### src/rtl/pipe_ctrl_pkg.sv
// Shared definitions for the pipeline controller: stall bus layout, FSM
// encodings, exception vector and the stall hold patterns.
package pipe_ctrl_pkg;

  localparam int STALL_BUS_W = 5;
  typedef logic [STALL_BUS_W-1:0] stall_bus_t;  // STALL_BUS (4:0)

  typedef enum logic [1:0] {
    IDLE     = 2'd0,
    WAIT_BUS = 2'd1,
    FLUSH    = 2'd2
  } state_e;

  localparam logic [31:0] EXC_HANDLER_ADDR = 32'hBFC0_0380;

  // Bit i holds stage i; a 1 followed by a 0 injects a bubble after stage i.
  localparam stall_bus_t STALL_ALL  = 5'b11111;
  localparam stall_bus_t STALL_EXE  = 5'b00111;
  localparam stall_bus_t STALL_ID   = 5'b00011;
  localparam stall_bus_t STALL_IF   = 5'b00001;
  localparam stall_bus_t STALL_NONE = 5'b00000;

endpackage

### src/rtl/pipe_ctrl.sv
// Pipeline stall encoder and exception redirect FSM for the 5-stage core.
// Optional stall performance counter enabled by defining PIPE_STALL_CNT_EN.
module pipe_ctrl
  import pipe_ctrl_pkg::*;
(
  input  logic        cpu_clk_50M,
  input  logic        cpu_rst_n,
  input  logic        if_busy,
  input  logic        mem_busy,
  input  logic        id_stallreq,
  input  logic        exe_stallreq,
  input  logic        exc_valid,
  input  logic        exc_eret,
  input  logic [31:0] cp0_epc,
  output logic [4:0]  stall,
  output logic        mem_stop_wb,
  output logic        flush,
  output logic [31:0] new_pc,
  output logic [31:0] stall_cycles
);

  state_e      state_r;
  state_e      next_state_s;
  logic [31:0] target_r;
  logic [31:0] next_target_s;
  logic        flush_r;
  logic [31:0] new_pc_r;
  stall_bus_t  stall_s;
  logic        bus_idle_s;

  assign bus_idle_s = !if_busy && !mem_busy;

  // Next-state and redirect-target capture; only IDLE accepts a new exception.
  always_comb begin
    next_state_s  = state_r;
    next_target_s = target_r;
    case (state_r)
      IDLE: begin
        if (exc_valid) begin
          next_target_s = exc_eret ? cp0_epc : EXC_HANDLER_ADDR;
          next_state_s  = bus_idle_s ? FLUSH : WAIT_BUS;
        end else begin
          next_state_s  = IDLE;
        end
      end
      WAIT_BUS: begin
        if (bus_idle_s) begin
          next_state_s = FLUSH;
        end else begin
          next_state_s = WAIT_BUS;
        end
      end
      FLUSH:   next_state_s = IDLE;
      default: next_state_s = IDLE;
    endcase
  end

  // State, target and registered redirect outputs, valid exactly in FLUSH.
  always_ff @(posedge cpu_clk_50M or negedge cpu_rst_n) begin
    if (!cpu_rst_n) begin
      state_r  <= IDLE;
      target_r <= 32'h0;
      flush_r  <= 1'b0;
      new_pc_r <= 32'h0;
    end else begin
      state_r  <= next_state_s;
      target_r <= next_target_s;
      flush_r  <= (next_state_s == FLUSH);
      new_pc_r <= (next_state_s == FLUSH) ? next_target_s : 32'h0;
    end
  end

  // Stall priority encoder; a pending redirect freezes the whole pipe.
  always_comb begin
    stall_s = STALL_NONE;
    if (!cpu_rst_n) begin
      stall_s = STALL_NONE;
    end else if (state_r != IDLE) begin
      stall_s = STALL_ALL;
    end else if (mem_busy) begin
      stall_s = STALL_ALL;
    end else if (exe_stallreq) begin
      stall_s = STALL_EXE;
    end else if (id_stallreq) begin
      stall_s = STALL_ID;
    end else if (if_busy) begin
      stall_s = STALL_IF;
    end else begin
      stall_s = STALL_NONE;
    end
  end

  assign stall       = stall_s;
  assign mem_stop_wb = stall_s[4];
  assign flush       = flush_r;
  assign new_pc      = new_pc_r;

`ifdef PIPE_STALL_CNT_EN
  logic [31:0] stall_cnt_r;

  // Count every edge on which any stage is held; wraps naturally at 2^32.
  always_ff @(posedge cpu_clk_50M or negedge cpu_rst_n) begin
    if (!cpu_rst_n) begin
      stall_cnt_r <= 32'h0;
    end else if (stall_s != STALL_NONE) begin
      stall_cnt_r <= stall_cnt_r + 32'd1;
    end else begin
      stall_cnt_r <= stall_cnt_r;
    end
  end

  assign stall_cycles = stall_cnt_r;
`else
  assign stall_cycles = 32'h0;
`endif

endmodule

### config.mk
export PLATFORM = sky130hd
export DESIGN_NAME = pipe_ctrl
export DESIGN_NICKNAME = d
export VERILOG_FILES = /design/src/rtl/pipe_ctrl_pkg.sv /design/src/rtl/pipe_ctrl.sv
export SDC_FILE = /design/constraint.sdc
export NUM_CORES = 1
export LEC_CHECK = 0
export ABC_AREA = 1
export CAP_MARGIN = 20
export CORE_MARGIN = 3
export CORE_UTILIZATION = 40
export CTS_CLUSTER_DIAMETER = 120
export DETAILED_ROUTE_END_ITERATION = 8
export MAX_ROUTING_LAYER = met4
export PLACE_DENSITY = 0.7
export SKIP_CTS_REPAIR_TIMING = 1
export SYNTH_ARGS = -nofsm -noshare
export SYNTH_HDL_FRONTEND = slang
export SYNTH_SLANG_ARGS = --single-unit
### constraint.sdc
create_clock -name cpu_clk_50M -period 1.75 [get_ports cpu_clk_50M]
set_clock_uncertainty 0.1 [all_clocks]
set_input_delay 0.35 -clock cpu_clk_50M [delete_from_list [all_inputs] [get_ports cpu_clk_50M]]
set_output_delay 0.35 -clock cpu_clk_50M [all_outputs]
set_load 0.05 [all_outputs]
==> summary.txt, run 1 <==
Yosys
  • Area leader, netlist: dfrtp_1
  • Ys async rst share: 100%
  • EDFF count, synth: 0
  • Post-synthesis average cell area: 8.36 um2
  • FF+latch count, synth: 67
  • Top cells by count, synth: nand2_1, inv_1, dfrtp_1, nor2_1, buf_4
  • Ys Warns: 0
  • Mapped Cells: 361
  • Top cell type's share of synthesized area: 55.6%
  • Top-count cell post-synth: nand2_1
  • Cell area after synthesis: 3020 um2
  • Unique cell type count in the Yosys netlist: 16
  • Main flop type after synthesis: dfrtp_1
  • Synth top area cells: dfrtp_1, nand2_1, buf_4, inv_1, nor2_1
  • Seq/Total Area, Yosys: 55.6%

Pwr
  • Int Power: 0.00296 W
  • Leakage power: 2.31 nW
  • Reg power frac: 41.3%
  • Clk pwr share: 32.6%
  • Final Total Pwr: 0.00438 W
  • IR drop worst, VDD: 0.558 mV
  • Net Sw Power: 0.00142 W
  • PD cells: 1090 nW/um2
  • Sw frac: 32.4%
  • Combinational cell fraction of total power: 26.0%

Global route
  • Vias in the first global route: 2115
  • Largest net degree at the start of global routing: 68
  • GRT Util Overall: 15.3%
  • Initial antenna violation count: 0
  • Gr ovfl total: 0
  • First-pass GRT wire length: 10.0 mm

Setup path
  • Worst stage delay on the critical path: 480 ps
  • Crit start category: primary input
  • Req. time, crit path: 1300 ps
  • Worst path buffer plus inverter count: 2
  • Cell Chain, Critical Path: clkdlybuf4s50_1 > nor2_1 > a31oi_2 > buf_12
  • CP delay by family, top: buffers and inverters
  • CP arrival: 1300 ps
  • CP Class: in2out
  • CP max stage cell: clkdlybuf4s50_1
  • Crit path max fanout: 2
  • Critical path endpoint category: output port

Min path
  • Hold Crit Class: in2async

Detailed routing
  • Post-DR vias/cell: 4.11
  • TritonRoute pass-1 iters: 4
  • DR iter-0 viols: 77
  • DR WL/cell: 10.8 um
  • Routed Antenna Nets: 0
  • Via count: 2251
  • Post-route DRC violation count: 0
  • Final wirelength: 5.90 mm

Floorplanning
  • Die Height: 92.8 um
  • Die ar.: 8620 um2
  • Die X-Extent: 92.8 um
  • Top-level port count: 111
  • Row cnt: 31
  • Starting density of the core: 41.4%
  • Core Area: 7290 um2

Run
  • Total of max-cap violations: 0

Clock tree
  • Worst-path clk slew: 70 ps
  • Clk_lat worst skew: 330 ps
  • CTS tree: yes
  • Number of buffers on the longest clock path: 2
  • Clock root cell: clkbuf_8
  • Num CTS Buffers: 9
  • Clk sink count: 67
  • H-tree Lvls: 3

Placed design
  • Pre-CTS setup slack: -122 ps
  • I/O Buffers: 78
  • DP Wirelength: 4.13 mm
  • GPL Wtd Cong: 0.767

STA
  • Final setup fails: 2
  • RSZ-0062 raised after global routing: true
  • Relative slew slack: 45.3%
  • Hold slack: 99.8 ps
  • Final Max Slew Viols: 0
  • Slew @ Worst Pin: 820 ps
  • Post-route clock period utilization: 100%
  • FMAX: 570 MHz
  • Fin worst setup slack: -4.53 ps
  • Shortest period the worst path allows: 1750 ps
  • Final Hold Fails: 0

Finish
  • Antenna Cells: 0
  • Fill cells: 680
  • Proportion of layout cells with a drive suffix above 1: 16.9%
  • Final net count: 484
  • P&R area growth vs syn: 33.6%

Outcome
  • Violated checks: setup timing
  • Status: finished, violations left
[metrics by stage]
| stage | setup TNS (ps) | cells | cell area, um2 | utilization, % |
|---|---|---|---|---|
| final | -8.25 | 548 | 4030 | 55.3 |
| after global routing | -169 | 548 | 4030 | 55.3 |
| after CTS | -507 | 547 | 4020 | 55.1 |
| after detailed placement | -459 | 531 | 3790 | 52.0 |
| after global placement | -286 | 531 | 3790 | 52.0 |
| after floorplan | 0 | 392 | 3160 | - |
[power groups by stage]
stage | Combinational, W | Clock (W) | Sequential [W]
after floorplan | 0.000665 | 0 | 0.00202
after global routing | 0.00126 | 0.00156 | 0.00183
after CTS | 0.00115 | 0.00146 | 0.00181
final | 0.00114 | 0.00143 | 0.00181
after detailed placement | 0.00114 | 0 | 0.00184
after global placement | 0.00113 | 0 | 0.00184
[layer usage]
metal	global-route usage [%]	vias to the layer above	wire (um)	share of wire, %
met5	-	-	0	0
met4	5.13	0	72	1.2
met3	5.20	10	403	6.8
met2	24.1	63	2850	48
met1	18.6	1029	2580	44
li1	-	1149	-	-
[worst register-to-register path, cell delays in order, from the launching register on]
cell     delay [ps]
dfrtp_1         410
nor2_4          230
buf_4           160
buf_4           150
nand2_2          60
buf_4           200
nand2_1          80
nand2_1          60
nor2_1           90
[path summary, 6_finish.rpt]
path	endpoint	depth (start not counted)	from	slack, ps
min reg2reg	target_r[30]	4	target_r[30]	440
max	stall[0]	4	exe_stallreq	-5
min in group cpu_clk_50M	state_r[0]	4	mem_busy	400
max in group asynchronous	target_r[23]	2	cpu_rst_n	900
min	target_r[24]	2	cpu_rst_n	100
max reg2reg	new_pc[26]	8	state_r[1]	140
[final cells by class]
type / count / area [um2] / area share (%)
Timing Repair Buffer: 91 / 878 / 21.8
Clock buffer: 10 / 138 / 3.41
Multi-Input combinational cell: 205 / 863 / 21.4
Sequential cell: 67 / 1680 / 41.6
Tap cell: 99 / 124 / 3.07
Clock inverter: 6 / 88.8 / 2.20
Inverter: 70 / 263 / 6.52
[kinds of logic after synthesis]
| logic type | count (synthesis) | synth area share [%] |
|---|---|---|
| buffers and inverters | 120 | 20.6 |
| AND/OR/NAND/NOR | 169 | 23.0 |
| flip-flops | 67 | 55.6 |
| AO/OA/AOI/OAI | 4 | 0.747 |
| other | 1 | 0.124 |
[cell usage in the layout (no fill, tap or decap), types with 8 or more instances in the layout]
master and n:
buf_4 44, dfrtp_1 67, clkdlybuf4s50_1 37, clkbuf_8 10, nor2_1 48, buf_12 8, nand2_1 85, nand3_1 32
inv_1 70, conb_1 32
[sequential cells by signal, indices dropped and copies added, names as in the netlist]
| signal | count |
|---|---|
| new_pc | 32 |
| target_r | 32 |
| state_r | 2 |
| flush | 1 |
No activity file was read; power rests on OpenSTA's default activity.
==> run 2: changes to the inputs <==
TNS_END_PERCENT = 100   (was default)
==> results of run 2 <==
The final DEF is identical to that of run 1; final timing and power are the same.
==> run 3: changes to the inputs <==
CAP_MARGIN = 0   (was 20)
==> results of run 3 <==
The final DEF is identical to that of run 1; final timing and power are the same.
